==> src/rtl/net_bus_rx7_merge.sv <==
// Seven-to-one NetBus stream merger with per-packet round-robin grants.
// One registered output stage; SRC carries the origin port of each beat.
module net_bus_rx7_merge #(
    parameter int DATA_WIDTH = 4,
    parameter int LAST_BIT   = 0,
    parameter int PKT_LOCK   = 1,
    localparam int W         = DATA_WIDTH * 9 + 14
) (
    input  logic         CLK,
    input  logic         RST,
    input  logic [W-1:0] RDATA0,
    input  logic [W-1:0] RDATA1,
    input  logic [W-1:0] RDATA2,
    input  logic [W-1:0] RDATA3,
    input  logic [W-1:0] RDATA4,
    input  logic [W-1:0] RDATA5,
    input  logic [W-1:0] RDATA6,
    input  logic         RVALID0,
    input  logic         RVALID1,
    input  logic         RVALID2,
    input  logic         RVALID3,
    input  logic         RVALID4,
    input  logic         RVALID5,
    input  logic         RVALID6,
    output logic         RREADY0,
    output logic         RREADY1,
    output logic         RREADY2,
    output logic         RREADY3,
    output logic         RREADY4,
    output logic         RREADY5,
    output logic         RREADY6,
    output logic [W-1:0] DATA,
    output logic [2:0]   SRC,
    output logic         VALID,
    input  logic         READY,
    output logic         BUSY
);

    typedef enum logic {IDLE, LOCK} state_t;

    state_t       state, state_nx;
    logic [2:0]   ptr, ptr_nx;
    logic [2:0]   gnt, gnt_nx;
    logic [2:0]   sel;
    logic [2:0]   idx;
    logic [3:0]   sum;
    logic         found;
    logic [6:0]   req;
    logic [6:0]   rdy;
    logic [W-1:0] beat_in [7];
    logic [W-1:0] beat;
    logic         slot_free;
    logic         accept;
    logic         last;

    assign req = {RVALID6, RVALID5, RVALID4, RVALID3,
                  RVALID2, RVALID1, RVALID0};

    assign beat_in[0] = RDATA0;
    assign beat_in[1] = RDATA1;
    assign beat_in[2] = RDATA2;
    assign beat_in[3] = RDATA3;
    assign beat_in[4] = RDATA4;
    assign beat_in[5] = RDATA5;
    assign beat_in[6] = RDATA6;

    assign slot_free = !VALID || READY;

    // Scan starts one past the last served port so every requester gets a turn.
    always_comb begin
        sel   = gnt;
        found = 1'b0;
        sum   = '0;
        idx   = '0;
        if (state == IDLE) begin
            sel = '0;
            for (int i = 1; i <= 7; i++) begin
                sum = {1'b0, ptr} + 4'(i);
                idx = (sum >= 4'd7) ? 3'(sum - 4'd7) : sum[2:0];
                if (!found && req[idx]) begin
                    sel   = idx;
                    found = 1'b1;
                end
            end
        end else begin
            found = 1'b1;
        end
    end

    assign rdy    = (!RST && slot_free && found) ? (7'b1 << sel) : 7'b0;
    assign accept = |(rdy & req);
    assign beat   = beat_in[sel];
    assign last   = beat[LAST_BIT] || (PKT_LOCK == 0);

    assign RREADY0 = rdy[0];
    assign RREADY1 = rdy[1];
    assign RREADY2 = rdy[2];
    assign RREADY3 = rdy[3];
    assign RREADY4 = rdy[4];
    assign RREADY5 = rdy[5];
    assign RREADY6 = rdy[6];

    assign BUSY = (state == LOCK);

    always_comb begin
        state_nx = state;
        ptr_nx   = ptr;
        gnt_nx   = gnt;
        unique case (state)
            IDLE: begin
                if (accept) begin
                    if (last) begin
                        ptr_nx = sel;
                    end else begin
                        state_nx = LOCK;
                        gnt_nx   = sel;
                    end
                end
            end
            LOCK: begin
                if (accept && last) begin
                    state_nx = IDLE;
                    ptr_nx   = gnt;
                end
            end
            default: state_nx = IDLE;
        endcase
    end

    always_ff @(posedge CLK) begin
        if (RST) begin
            state <= IDLE;
            ptr   <= 3'd6;
            gnt   <= '0;
        end else begin
            state <= state_nx;
            ptr   <= ptr_nx;
            gnt   <= gnt_nx;
        end
    end

    // Output slot: load on accept, otherwise hold until the sink drains it.
    always_ff @(posedge CLK) begin
        if (RST) begin
            VALID <= 1'b0;
            DATA  <= '0;
            SRC   <= '0;
        end else if (accept) begin
            VALID <= 1'b1;
            DATA  <= beat;
            SRC   <= sel;
        end else if (READY) begin
            VALID <= 1'b0;
        end
    end

endmodule

==> config.mk <==
export PLATFORM = sky130hd
export DESIGN_NAME = net_bus_rx7_merge
export DESIGN_NICKNAME = d
export VERILOG_FILES = /design/src/rtl/net_bus_rx7_merge.sv
export SDC_FILE = /design/constraint.sdc
export NUM_CORES = 1
export LEC_CHECK = 0
export ABC_AREA = 1
export CAP_MARGIN = 20
export CELL_PAD_IN_SITES_DETAIL_PLACEMENT = 0
export CELL_PAD_IN_SITES_GLOBAL_PLACEMENT = 2
export CORE_ASPECT_RATIO = 1.1
export CORE_MARGIN = 3
export CORE_UTILIZATION = 15
export DETAILED_ROUTE_END_ITERATION = 16
export PLACE_DENSITY_LB_ADDON = 0.12
export SYNTH_ARGS = -nofsm -noshare
export SYNTH_HDL_FRONTEND = slang
export SYNTH_SLANG_ARGS = --single-unit
export TNS_END_PERCENT = 50
==> constraint.sdc <==
create_clock -name CLK -period 4 [get_ports CLK]
set_input_delay 0.6 -clock CLK [delete_from_list [all_inputs] [get_ports CLK]]
set_output_delay 0.6 -clock CLK [all_outputs]
set_load 0.005 [all_outputs]
### Yosys cells after proc, flatten, opt, wreduce, memory -nomap -nowiden

Index checks and enable logic that the tools add are counted.

| operators by class | value |
|---|---|
| add/subtract/negate cells | 14 |
| reduce and logical (&&, ||, !) cells | 22 |
| multipliers | 0 |
| eq/ne operators | 3 |
| $lt $le $gt $ge | 15 |
| shift operators | 1 |
| bitwise operators | 4 |
| muxes and demuxes | 57 |
| divide/modulo/power cells | 0 |

Operators with widths:

| cell | count |
|---|---|
| $bmux 50 s3 | 1 |
| $mux 50 | 2 |
| $mux 3 | 18 |
| $ge 4x3->1 const B | 7 |
| $lt 3x4->1 const B | 7 |
| $mux 1 | 26 |
| $bmux 1 s3 | 7 |
| $sub 3x3->3 const B | 7 |
| $add 3x3->4 const B | 4 |
| $logic_and 1x1->1 | 9 |
| $add 3x2->4 const B | 2 |
| $logic_not 1->1 | 8 |
| $and 7x7->7 | 1 |
| $mux 7 | 1 |
| $reduce_or 7->1 | 1 |
| $shl 1x3->7 const A | 1 |
| $pmux 3 s2 | 1 |
| $reduce_and 3->1 | 2 |
| $add 3x1->4 const B | 1 |
| $ge 4x4->1 const B | 1 |
| $ne 2x2->1 const B | 2 |
| $not 3->4 | 1 |
| $ne 2x1->1 const B | 1 |
| $not 1->1 | 2 |
| other kinds (3) | 3 |

| storage, ports and cells | value |
|---|---|
| bits in read-only memories | 0 |
| output and inout bits | 62 |
| RAM bits | 0 |
| logic and storage cells | 122 |
| bits in registers | 61 |
| input bits | 360 |
| memories | 0 |
| bits in latches | 0 |

### Logic depth before layout (Yosys ltp)

| logic depth | value |
|---|---|
| word-level depth | 38 |
| mapped depth | 34 |
| mapped depth without buffers | 32 |

### Worst setup path before layout

No wires, ideal clock.

| timing | value |
|---|---|
| kind | register to output |
| from | register ptr[1] |
| to | output RREADY2 |
| stages on the path, launching flop included | 24 |
| buffers on the path | 4 |
| setup slack | 0.048 ns |
| data required time | 3.400 ns |
| data arrival time | 3.352 ns |
| path through | dfxtp_1 inv_1 ha_1 inv_1 fa_1 o21ai_0 inv_1 nand3_1 nand2_2 nor2_4 buf_6 nand4_1 nand2_1 nand2_1 nor2_2 nand2_1 nor2_2 nor2_4 nor2_1 buf_4 buf_4 buf_6 inv_1 nor2_1 |

| between the ends | value |
|---|---|
| longest elaborated chain between the ends | 33 |
| elaborated cells on any way between the ends | 79 |
| classes of those cells | add/sub: 14; order compare: 7; shift: 1; mux: 44; reduce/logical: 13 |

Ends and longest elaborated chain:

| element | RTL line | source |
|---|---|---|
| from (decl) | 42 | `logic [2:0] ptr, ptr_nx;` |
| from (signal assigned) | 137 | `ptr <= ptr_nx;` |
| $add 3x1->4 | 78 | `sum = {1'b0, ptr} + 4'(i);` |
| $ge 4x3->1 / $sub 3x3->3 (equally long branches) | 79 | `idx = (sum >= 4'd7) ? 3'(sum - 4'd7) : sum[2:0];` |
| $mux 3 | 79 |  |
| $bmux 1 s3 | 80 | `if (!found && req[idx]) begin` |
| $mux 1 (implied by the code) | 80 |  |
| $mux 1 | 80 |  |
| $mux 1 | 75 | `if (state == IDLE) begin` |
| $logic_not 1->1 | 80 |  |
| (+17 left out) | - |  |
| $mux 1 | 80 |  |
| $mux 1 | 75 |  |
| $logic_not 1->1 | 80 |  |
| $logic_and 1x1->1 | 80 |  |
| $mux 3 / $mux 1 (equally long branches) | 80 |  |
| $mux 3 / $mux 1 (equally long branches) | 75 |  |
| $shl 1x3->7 / $logic_and 1x1->1 (equally long branches) | 90 | `assign rdy = (!RST && slot_free && found) ? (7'b1 << sel) : 7'b0;` |
| $mux 7 * | 90 |  |
| to (decl) | 27 | `output logic RREADY2,` |

Every way passes the cells marked *; elsewhere a longest branch is shown, timed or not. The select of a mux whose other input is x is not followed.

### Worst setup path in the final report

| timing | value |
|---|---|
| from | register ptr[1] |
| to | output RREADY3 |

| between the ends | value |
|---|---|
| longest elaborated chain between the ends | 33 |
| elaborated cells on any way between the ends | 79 |
| classes of those cells | add/sub: 14; order compare: 7; shift: 1; mux: 44; reduce/logical: 13 |

Ends and longest elaborated chain:

| element | RTL line | source |
|---|---|---|
| $add 3x1->4 | 78 |  |
| $ge 4x3->1 / $sub 3x3->3 (equally long branches) | 79 |  |
| $mux 3 | 79 |  |
| $bmux 1 s3 | 80 |  |
| $mux 1 (implied by the code) | 80 |  |
| $mux 1 | 80 |  |
| $mux 1 | 75 |  |
| $logic_not 1->1 | 80 |  |
| (+17 left out) | - |  |
| $mux 1 | 80 |  |
| $mux 1 | 75 |  |
| $logic_not 1->1 | 80 |  |
| $logic_and 1x1->1 | 80 |  |
| $mux 3 / $mux 1 (equally long branches) | 80 |  |
| $mux 3 / $mux 1 (equally long branches) | 75 |  |
| $shl 1x3->7 / $logic_and 1x1->1 (equally long branches) | 90 |  |
| $mux 7 * | 90 |  |
| to (decl) | 28 | `output logic RREADY3,` |

Marked as above.

==> run_results.csv <==
group,metric,value,unit
synthesis,avgSynthCellArea,5.28,um^2
clock_network,cts-buffers-inserted,9,
sta,fmax,256,MHz
worst_setup_path,cpLargestDelayFamily,"simple AND/OR/NAND/NOR gates",
grt,grt_most_used_layer,"met2",
floorplanning,start_util,15.3,%
clock_network,htree_levels,3,
synthesis,yosysTopAreaCell,"nand2_1",
floorplanning,die_h,230,um
synthesis,yosys.area.top_type_share,34.1,%
routing,antenna_left,0,
finish,layout-drive-gt1-share,18.9,%
min_path,holdPathStages,2,
worst_setup_path,crit_fanout,7,
finish,area_delta_synth_final,104,%
grt,antenna_found_initial,6,
placed_design,hpwl,35.8,mm
sta,rsz0062_at_grt,"true",
synthesis,synth_top_family_by_area,"simple AND/OR/NAND/NOR gates",
synthesis,synth_warnings,0,
worst_setup_path,rrSetupSlack,110,ps
sta,skew,7.27,ps
worst_setup_path,worstReg2RegEnd,"DATA[16]$_SDFFE_PP0P_",
grt,grt_max_degree,60,
sta,drv_slew,0,
worst_setup_path,crit_required,3400,ps
routing,routed_wl,47.4,mm
synthesis,yosys.area_share.simple,56.9,%
sta,fin_ws,89.3,ps
synthesis,syn-cell-area,0.00684,mm^2
clock_network,clk_latency,350,ps
sta,timing.final.crit_share,97.8,%
synthesis,synth_fa_ha_area_share,2.49,%
worst_setup_path,crit_slowest_cell,"fa_2",
routing,vias,10100,
placed_design,detailedPlace.worstSlack,-260,ps
worst_setup_path,cp-end-kind,"output port",
synthesis,syn_inst,1295,
floorplanning,die_w,210,um
routing,wire_per_inst,19.6,um
grt,gr-total-overflow,0,
sta,relSlewSlack,51.4,%
floorplanning,die-area,0.0482,mm^2
clock_network,root_buffer,"clkbuf_16",
synthesis,synth_fp_nets,1668,
floorplanning,io_pins,422,
grt,track_usage,17.9,%
clock_network,cts_sinks,61,
clock_network,hold_buffers,0,
placed_design,placed_area,0.0125,mm^2
worst_setup_path,path_cells,"inv_4 > buf_6 > fa_2 > nand2_1 > nand2_2 > nand2_1 > nand3_2 > nand3_2 > nand2_4 > nor2_4 > nand4_4 > nor2_4 > nand3_2 > nand2_2 > nor2_4 > nor2_4 > buf_6 > nand2_2 > nor2_1 > buf_2",
synthesis,synth_xor_area_share,0.128,%
worst_setup_path,r2r-start,"ptr[1]$_SDFFE_PP1P_",
clock_network,cts_tree,"built",
synthesis,synth-seq-cells,61,
worst_setup_path,cp_num_buf_inv,4,
clock_network,clock_path_buffers,2,
placed_design,place.gp.congestion,0.815,
clock_network,clk_pin_slew,50,ps
min_path,min_from,"gnt[2]$_SDFFE_PP0P_",
worst_setup_path,cp-start-kind,"flop",
floorplanning,core-area,0.0448,mm^2
routing,drt_iter0_drc,383,
worst_setup_path,cpMostUsedCell,"nor2_4",
synthesis,synth_mux_area_share,0,%
synthesis,yosysUniqueCellTypes,37,
grt,grt_pass1_wl,64.9,mm
floorplanning,rows,81,
synthesis,yosysMostFrequentCell,"nand2_1",
synthesis,synth_compound_area_share,11.0,%
routing,vias_per_cell,4.17,
placed_design,io_buffers,421,
sta,setup_violations,0,
worst_setup_path,r2r.worst_path.cells,27,
synthesis,synth_area_leaders,"nand2_1 (34%), dfxtp_1 (18%), nand3_1 (9.1%)",
min_path,hold_class,"flop to flop",
synthesis,synth_edf_count,0,
synthesis,async_flop_share,0,%
grt,grt_pass1_vias,10400,
synthesis,synthTopCellsByCount,"nand2_1 (622), nor2_1 (131), nand3_1 (124)",
grt,met1_usage,20.5,%
worst_setup_path,slowest_delay,480,ps
synthesis,synth_ff_type,"dfxtp_1",
min_path,holdPathEnd,"gnt[2]$_SDFFE_PP0P_",
sta,period_needed,3910,ps
worst_setup_path,worstSetupPathType,"flop to output port",
grt,grt_use_met3,4.57,%
grt,gr-usage-met2,32.4,%
finish,nets,2200,
run,cap_violations,0,
routing,route.detailed.drc,0,
finish,final_area,0.0140,mm^2
run_status,status,"finished clean",
sta,tightest_slew,728,ps
routing,firstDrtPassIters,4,
worst_setup_path,worstPathArrival,3310,ps
sta,hold_viol,0,
finish,final_util,31.2,%
synthesis,synth-seq-area-share,17.8,%
cells in the final DEF (no fill, tap or decap), drive strengths merged, types with 6 or more instances in the layout:
cell,netlist,layout
nor2,141,141
diode,0,6
clkdlybuf4s50,0,414
nand3,129,129
a21oi,17,17
inv,78,78
buf,59,165
clkbuf,14,26
nand2,638,639
nand4,26,26
a22oi,32,32
ha,12,12
dfxtp,61,61
o21ai,74,74
metal layers:
layer	wire, um	up-vias
met5	0	-
met4	1190	0
met3	2690	45
met2	24400	266
met1	19200	4581
li1	-	5191
cell type report:
type	count	area (um^2)
clock buffer	13	250
multi-input combinational	1084	5380
tap	581	727
clock inverter	2	10.0
fill	5034	30800
sequential	61	1230
antenna	6	15.0
timing repair buffer	593	6070
inverter	78	308
flip-flops by register name, summed over array words and instances (netlist names), named ones only:
register  count
SRC           3
VALID         1
gnt           3
ptr           3
DATA         50
cell families (layout without fill, tap and decap cells):
kind of cell	count (synthesis)	after routing
and+or+nand+nor	939	940
buffers and inverters	151	686
AOI/OAI and AO/OA	130	130
DFF	61	61
adders and majority gates	13	13
xor gates and xnor gates	1	1
other	0	6
worst max path at each step:
stage          depth (start not counted)           startpoint                    end
2_1_floorplan                         23  ptr[1]$_SDFFE_PP1P_                RREADY2
3_3_place_gp                          27  ptr[1]$_SDFFE_PP1P_  DATA[38]$_SDFFE_PP0P_
3_5_place_dp                          27  ptr[1]$_SDFFE_PP1P_  DATA[38]$_SDFFE_PP0P_
4_1_cts                               22  ptr[1]$_SDFFE_PP1P_                RREADY4
5_1_grt                               29  ptr[0]$_SDFFE_PP0P_  DATA[22]$_SDFFE_PP0P_
6_report                              20  ptr[1]$_SDFFE_PP1P_                RREADY3
worst register-to-register path, stage by stage (launching register included):
cell and delay, ps:
dfxtp_4 380, inv_4 50, buf_6 130, fa_2 480, nand2_1 110, nand2_2 70, nand2_1 80, nand3_2 100
nand3_2 100, nand2_4 70, nor2_4 250, nand4_4 170, nor2_4 170, nand3_2 120, nand2_2 120, nor2_4 50
nor2_4 160, buf_8 140, nor2_4 50, buf_4 130, nand3_2 70, nand2_2 60, nor2_4 200, nand2_8 140
inv_8 130, clkbuf_16 180, nor2_1 50, nor2_1 100
repair_timing:
action	CTS	global route
gates resized for setup	84	125
buffers inserted	15	15
endpoints found under the setup margin	67	68
pin swaps	32	70
cloned	2	15
metrics by stage:
stage                     std cells  hold WS [ps]  TNS [ps]
after detailed placement       2351           470     -8220
after global placement         2351           463     -6840
after global routing           2416           499     -6880
after CTS                      2383           485     -17.9
final                          2418           475         0
after floorplan                1295           451         0
Power is left out: the tool's default activity adds up to more than one toggle a clock period on the data nets, which glitch-free logic cannot reach.
